**src/rtl/msk_clyde_pkg.sv**
```systemverilog
// -----------------------------------------------------------------------------
// msk_clyde_pkg
// Shared definitions for the masked Clyde-128 datapath blocks.
//   CLYDE_W      : state / tweakey width in bits
//   HALF_W       : width of one tweak half (t0 or t1)
//   tk_state_e   : tweakey feeder FSM states
//   tk_phase_sel : builds the public tweak word T for phase p (0,1,2)
// -----------------------------------------------------------------------------
package msk_clyde_pkg;

    localparam int CLYDE_W = 128;
    localparam int HALF_W  = 64;

    typedef enum logic [0:0] {
        IDLE = 1'b0,
        RUN  = 1'b1
    } tk_state_e;

    // Tweak schedule. Result is written as {MSB half, LSB half}.
    //   p=0 : t1        || t0
    //   p=1 : t0        || t0^t1
    //   p=2 : t0^t1     || t1
    function automatic logic [CLYDE_W-1:0] tk_phase_sel(
        input logic [CLYDE_W-1:0] t,
        input logic [1:0]         p
    );
        logic [HALF_W-1:0] t0;
        logic [HALF_W-1:0] t1;
        logic [CLYDE_W-1:0] r;
        t0 = t[HALF_W-1:0];
        t1 = t[CLYDE_W-1:HALF_W];
        case (p)
            2'd1:    r = {t0, t0 ^ t1};
            2'd2:    r = {t0 ^ t1, t1};
            default: r = {t1, t0};
        endcase
        return r;
    endfunction

endpackage

```
**src/rtl/msk_share_add0.sv**
```systemverilog
// -----------------------------------------------------------------------------
// msk_share_add0
// Adds a public CLYDE_W-bit value to share 0 of a d-share bus. Shares 1..d-1
// pass through untouched, so shares are never combined. Also used for the
// round-constant addition elsewhere in the datapath.
// Parameters:
//   d          : number of shares
// Ports:
//   shares_in  : in  CLYDE_W*d  shares, bits [i*d +: d] hold the shares of bit i
//   pub_in     : in  CLYDE_W    public value to add
//   shares_out : out CLYDE_W*d  shares_in with pub_in XORed into share 0
// -----------------------------------------------------------------------------
module msk_share_add0
    import msk_clyde_pkg::*;
#(
    parameter int d = 2
) (
    input  logic [CLYDE_W*d-1:0] shares_in,
    input  logic [CLYDE_W-1:0]   pub_in,
    output logic [CLYDE_W*d-1:0] shares_out
);

    always_comb begin
        shares_out = shares_in;
        for (int i = 0; i < CLYDE_W; i++) begin
            shares_out[i*d] = shares_in[i*d] ^ pub_in[i];
        end
    end

endmodule

```
**src/rtl/msk_tweakey_feed.sv**
```systemverilog
// -----------------------------------------------------------------------------
// msk_tweakey_feed
// Masked Clyde-128 tweakey generator. Holds the d-share key and the public
// tweak, and emits NSTEPS+1 masked tweakeys per block (initial addition plus
// one after each step) to the downstream share-XOR stage.
//
// Optional feature: define MSK_TK_REFRESH_EN to refresh the key sharing with
// fresh randomness on every tweakey handshake (adds the rnd port).
//
// Handshakes: a transfer happens on a rising edge where valid && ready.
//   Load side : ld_valid/ld_ready, ld_ready high only in IDLE; ld_valid in RUN
//               is ignored and upstream must hold it until ld_ready.
//   Output    : tk_valid/tk_ready, tk_out and tk_idx hold while stalled.
//
// Ports:
//   clk, rst   : clock (rising edge), asynchronous active-high reset
//   key_in     : in  128*d     masked key, bits [i*d +: d] = shares of bit i
//   tweak_in   : in  128       public tweak, t0=[63:0], t1=[127:64]
//   ld_valid   : in            key_in/tweak_in valid
//   ld_ready   : out           load accepted (IDLE)
//   tk_out     : out 128*d     masked tweakey, same layout as key_in
//   tk_valid   : out           tk_out valid
//   tk_ready   : in            downstream consumes tk_out
//   tk_idx     : out 3         tweakey index s (0..NSTEPS)
//   done       : out           one-cycle pulse after the last tweakey is consumed
//   rnd        : in  128*(d-1) fresh randomness (MSK_TK_REFRESH_EN only)
//   state_dbg  : out           current FSM state, for observation
// -----------------------------------------------------------------------------
module msk_tweakey_feed
    import msk_clyde_pkg::*;
#(
    parameter int d      = 2,
    parameter int NSTEPS = 6
) (
    input  logic                     clk,
    input  logic                     rst,
    input  logic [CLYDE_W*d-1:0]     key_in,
    input  logic [CLYDE_W-1:0]       tweak_in,
    input  logic                     ld_valid,
    output logic                     ld_ready,
    output logic [CLYDE_W*d-1:0]     tk_out,
    output logic                     tk_valid,
    input  logic                     tk_ready,
    output logic [2:0]               tk_idx,
    output logic                     done,
`ifdef MSK_TK_REFRESH_EN
    input  logic [CLYDE_W*(d-1)-1:0] rnd,
`endif
    output tk_state_e                state_dbg
);

    tk_state_e              state_q,    state_d;
    logic [CLYDE_W*d-1:0]   key_q,      key_d;
    logic [CLYDE_W-1:0]     tweak_q,    tweak_d;
    logic [2:0]             idx_q,      idx_d;
    logic [1:0]             phase_q,    phase_d;
    logic [CLYDE_W*d-1:0]   tk_out_q,   tk_out_d;
    logic                   tk_valid_q, tk_valid_d;
    logic                   done_q,     done_d;
    logic                   ld_ready_q, ld_ready_d;

    logic                   hs;
    logic                   last_step;
    logic [1:0]             phase_nxt;
    logic [CLYDE_W*d-1:0]   key_ref;
    logic [CLYDE_W*d-1:0]   sel_key;
    logic [CLYDE_W-1:0]     sel_tweak;
    logic [1:0]             sel_phase;
    logic [CLYDE_W*d-1:0]   add_out;

    assign hs        = tk_valid_q && tk_ready;
    assign last_step = (idx_q == 3'(NSTEPS));
    assign phase_nxt = (phase_q == 2'd2) ? 2'd0 : phase_q + 2'd1;

    // Key sharing used after a handshake. With refresh, each share j>=1 takes
    // its own random slice and share 0 absorbs all slices, so the XOR of the
    // shares is preserved without ever recombining them.
`ifdef MSK_TK_REFRESH_EN
    always_comb begin
        key_ref = key_q;
        for (int i = 0; i < CLYDE_W; i++) begin
            for (int j = 1; j < d; j++) begin
                key_ref[i*d+j] = key_q[i*d+j] ^ rnd[(j-1)*CLYDE_W+i];
                key_ref[i*d]   = key_ref[i*d] ^ rnd[(j-1)*CLYDE_W+i];
            end
        end
    end
`else
    assign key_ref = key_q;
`endif

    // The next tweakey is precomputed from the values the registers will hold
    // next cycle, so tk_out comes straight from a flop. In IDLE that is the
    // freshly loaded key/tweak at phase 0; in RUN the (refreshed) key at the
    // next phase.
    always_comb begin
        sel_key   = key_ref;
        sel_tweak = tweak_q;
        sel_phase = phase_nxt;
        if (state_q == IDLE) begin
            sel_key   = key_in;
            sel_tweak = tweak_in;
            sel_phase = 2'd0;
        end
    end

    msk_share_add0 #(
        .d (d)
    ) u_add0 (
        .shares_in  (sel_key),
        .pub_in     (tk_phase_sel(sel_tweak, sel_phase)),
        .shares_out (add_out)
    );

    always_comb begin
        state_d    = state_q;
        key_d      = key_q;
        tweak_d    = tweak_q;
        idx_d      = idx_q;
        phase_d    = phase_q;
        tk_out_d   = tk_out_q;
        tk_valid_d = tk_valid_q;
        done_d     = 1'b0;
        ld_ready_d = ld_ready_q;
        case (state_q)
            IDLE: begin
                if (ld_valid) begin
                    state_d    = RUN;
                    key_d      = key_in;
                    tweak_d    = tweak_in;
                    idx_d      = 3'd0;
                    phase_d    = 2'd0;
                    tk_out_d   = add_out;
                    tk_valid_d = 1'b1;
                    ld_ready_d = 1'b0;
                end
            end
            RUN: begin
                if (hs) begin
                    key_d = key_ref;
                    if (last_step) begin
                        state_d    = IDLE;
                        idx_d      = 3'd0;
                        tk_valid_d = 1'b0;
                        done_d     = 1'b1;
                        ld_ready_d = 1'b1;
                    end else begin
                        idx_d    = idx_q + 3'd1;
                        phase_d  = phase_nxt;
                        tk_out_d = add_out;
                    end
                end
            end
            default: begin
                state_d    = IDLE;
                tk_valid_d = 1'b0;
                ld_ready_d = 1'b1;
            end
        endcase
    end

    always_ff @(posedge clk or posedge rst) begin
        if (rst) begin
            state_q    <= IDLE;
            key_q      <= '0;
            tweak_q    <= '0;
            idx_q      <= 3'd0;
            phase_q    <= 2'd0;
            tk_out_q   <= '0;
            tk_valid_q <= 1'b0;
            done_q     <= 1'b0;
            ld_ready_q <= 1'b1;
        end else begin
            state_q    <= state_d;
            key_q      <= key_d;
            tweak_q    <= tweak_d;
            idx_q      <= idx_d;
            phase_q    <= phase_d;
            tk_out_q   <= tk_out_d;
            tk_valid_q <= tk_valid_d;
            done_q     <= done_d;
            ld_ready_q <= ld_ready_d;
        end
    end

    assign ld_ready  = ld_ready_q;
    assign tk_out    = tk_out_q;
    assign tk_valid  = tk_valid_q;
    assign tk_idx    = idx_q;
    assign done      = done_q;
    assign state_dbg = state_q;

endmodule

```
**config.mk**
```make
export PLATFORM = sky130hd
export DESIGN_NAME = msk_tweakey_feed
export DESIGN_NICKNAME = d
export VERILOG_FILES = /design/src/rtl/msk_clyde_pkg.sv /design/src/rtl/msk_share_add0.sv /design/src/rtl/msk_tweakey_feed.sv
export SDC_FILE = /design/constraint.sdc
export NUM_CORES = 2
export LEC_CHECK = 0
export ABC_AREA = 1
export CELL_PAD_IN_SITES_DETAIL_PLACEMENT = 1
export CELL_PAD_IN_SITES_GLOBAL_PLACEMENT = 1
export CORE_MARGIN = 2
export CORE_UTILIZATION = 34
export CTS_CLUSTER_SIZE = 25
export DETAILED_ROUTE_END_ITERATION = 12
export GPL_TIMING_DRIVEN = 0
export HOLD_SLACK_MARGIN = 0.06
export PLACE_DENSITY = 0.89
export SYNTH_ARGS = -nofsm -noshare
export SYNTH_HDL_FRONTEND = slang
export SYNTH_SLANG_ARGS = --single-unit
```
**constraint.sdc**
```tcl
create_clock -name clk -period 26.1 [get_ports clk]
set_input_delay 7.83 -clock clk [delete_from_list [all_inputs] [get_ports clk]]
set_output_delay 7.83 -clock clk [all_outputs]
set_load 0.02 [all_outputs]
```
==> summary.md <==
| Metric | Value |
|---|---|
| Placed Instances | `7364` |
| Synth area leaders | `dfrtp_1 (45%), nand2_1 (29%), nand3_1 (4.9%), inv_1 (4.1%), o21ai_0 (2.5%)` |
| Yosys warns | `0` |
| Syn Inst Count | `5318` |
| Std cell rows | `119` |
| Antenna Nets Post-Route | `0` |
| CP max FO | `12` |
| CTS tree | `built` |
| TNS Setup | `0 ps` |
| # DRC | `0` |
| Worst EP required | `26690 ps` |
| Launch point of the worst reg-to-reg path | `state_dbg$_DFF_PP0_` |
| Initial DRC count | `2824` |
| Clock net sink count | `649` |
| Fill count | `13407` |
| Vias/cell | `5.32` |
| Netlist cell types | `25` |
| Final Hold Viols | `0` |
| Critical Path Start Type | `input port` |
| Post-synthesis cell area | `36000 um2` |
| Non-filler instance count after layout | `7561` |
| Switching share of power | `48.6%` |
| Psw | `0.00341 W` |
| Crit path DAT | `10970 ps` |
| Post-CTS sizing | `0` |
| Critical path class | `in -> reg` |
| Finish-stage setup viols | `0` |
| Fin Clk Skew | `32.1 ps` |
| Leak | `24.4 nW` |
| Core Area | `105000 um2` |
| Worst hold start | `key_q[120]$_DFFE_PP0P_` |
| Area growth syn-to-layout | `31.1%` |
| Minimum clock period | `10370 ps` |
| Seq pwr share | `26.3%` |
| Clock share of power | `16.7%` |
| CTS Buf Count | `79` |
| Post-CTS setup buffers | `0` |
| Ports | `651` |
| DPL Wire Length | `134 mm` |
| Post-synthesis sequential area ratio | `45.1%` |
| Hold WS | `473 ps` |
| CTS HTree Levels | `3` |
| Post-CTS Hold Fix Bufs | `0` |
| Die Y | `329 um` |
| Worst Max-Slew Pin Slew | `1360 ps` |
| CP Capture Type | `register` |
| Critical path origin | `ld_valid` |
| Peak supply drop | `0.0722 mV` |
| Number of synthesized register bits | `649` |
| Syn Nets | `5708` |
| Global-route usage over all layers | `32.3%` |
| Overall power | `0.00700 W` |
| Largest net degree at the start of global routing | `123` |
| Final count of pins violating max slew | `0` |
| WL/cell | `23.8 um` |
| Vias in the first global route | `41691` |
| Final instance area | `47200 um2` |
| Total grt overflow | `0` |
| First-pass GRT wire length | `260 mm` |
| Cell area power density | `148 nW/um2` |
| Chip Width | `329 um` |
| DIE AREA | `108000 um2` |
| Initial Util | `34.2%` |
| Post-synth EDFFs | `0` |
| Average size of a mapped cell | `6.76 um2` |
| Initial antenna violation count | `70` |
| Clock-pin slew on the worst setup and hold paths | `60 ps` |
| RSZ-0062 raised after global routing | `no` |
| Internal power | `0.00360 W` |
| Combinational power share | `57.1%` |
| Root buf cell | `clkbuf_16` |
| Run status | `completed` |
| Top post-synthesis cells by count | `nand2_1 (2736), dfrtp_1 (648), inv_1 (392)` |
| GPL Wtd Cong | `0.902` |
| Most common cell in the netlist | `nand2_1` |
| Main synth FF type | `dfrtp_1` |
| Part of the cycle the worst path needs | `39.7%` |
| # Max-Cap Violations | `0` |
| Max clock buf depth | `3` |
| Post-synth top area share | `45.1%` |
| Nets@finish | `6444` |
| Port bufs | `650` |
| Worst-Skew Late Latency | `670 ps` |
| Pre-antenna DRT Iters | `5` |
| Area post-placement | `44400 um2` |
| Post-synth top area cell | `dfrtp_1` |
| Layout cell share with drive strength beyond 1 | `7.33%` |
| Post-Route WL | `180 mm` |
| Via count | `40190` |
| Ys async rst share | `100%` |
| FMAX | `0.0964 GHz` |
| Slew headroom | `9.45%` |
| Hold Path Class | `reg -> reg` |
area by class of cell:
type	instances	area (um2)	share of cell area, %
Multi-Input combinational cell	3967	16800	35.6
Sequential cell	649	16200	34.4
Timing Repair Buffer	655	6640	14.1
Clock buffer	108	2260	4.78
Tap cell	1391	1740	3.69
Inverter	395	1490	3.16
Buffer	307	1460	3.09
Clock inverter	34	404	0.857
Antenna cell	55	138	0.292
power by group through the flow:
stage | combinational (W) | clock [W] | sequential, W
2_1_floorplan | 0.00221 | 0 | 0.00201
3_3_place_gp | 0.00373 | 0 | 0.00181
3_5_place_dp | 0.00391 | 0 | 0.00183
4_1_cts | 0.00395 | 0.00118 | 0.00183
6_report | 0.00399 | 0.00117 | 0.00184
5_1_grt | 0.00439 | 0.00121 | 0.00189
metal layers:
metal	vias up	global-route usage, %	part of all wire (%)
met4	28	20.1	6.1
li1	18005	-	-
met3	480	6.93	7.2
met1	20091	39.0	40
met5	-	0	0.096
met2	1586	52.7	47
worst paths after layout:
check,to,slack [ps],cells after the start
min in group asynchronous,tk_out[213]$_DFFE_PP0P_,7670,2
min reg2reg,key_q[120]$_DFFE_PP0P_,470,2
max reg2reg,tk_out[32]$_DFFE_PP0P_,21300,17
max in group asynchronous,tweak_q[6]$_DFFE_PP0P_,16700,4
max,key_q[5]$_DFFE_PP0P_,15730,7
min,key_q[120]$_DFFE_PP0P_,470,2
cell usage in the layout (no fill, tap or decap), types with 2 or more instances in the layout:
cell type           n
buf_1               9
buf_4              24
buf_16              5
clkbuf_16          79
dfrtp_1           648
clkinvlp_4          4
nand2_1          2736
o21ai_1            15
clkinv_2           14
a31oi_1           128
clkinv_8            2
inv_6               3
diode_2            55
bufinv_16           7
a21oi_1           128
buf_6               4
clkdlybuf4s50_1   650
o21ai_0           182
clkbuf_8           17
clkbuf_1          133
ha_1                2
inv_1             391
buf_2             149
inv_2               2
o21a_1             95
nor2_1            194
clkinv_4            4
nand3_1           353
or2_2             128
nor3_1              2
kinds of logic after synthesis:
family | Yosys count | share of synthesized area, %
fa+ha+maj | 2 | 0.0695
simple gates | 3415 | 37.8
compound gates | 550 | 8.81
buf+inv | 702 | 8.18
flops | 649 | 45.1
critical path, cell delays in order:
cell and delay, ps:
clkdlybuf4s50_1 660, nand2_1 240, buf_2 390, clkbuf_1 1030
buf_2 590, nand2_1 120, nand2_1 90
stage by stage:
step	setup WS, ps	utilization [%]
finish	15730	44.9
global route	15750	44.8
CTS	15910	44.7
detailed placement	15230	42.2
global placement	-9620	42.1
floorplan	87.5	-
state kept, by name (all words and copies together), names as in the netlist:
| signal | count |
|---|---|
| tweak_q | 128 |
| tk_idx | 3 |
| done | 1 |
| key_q | 256 |
| ld_ready | 1 |
| state_dbg | 1 |
| phase_q | 2 |
| tk_valid | 1 |
| tk_out | 256 |
Note: power is estimated with default switching activity, not from simulation.
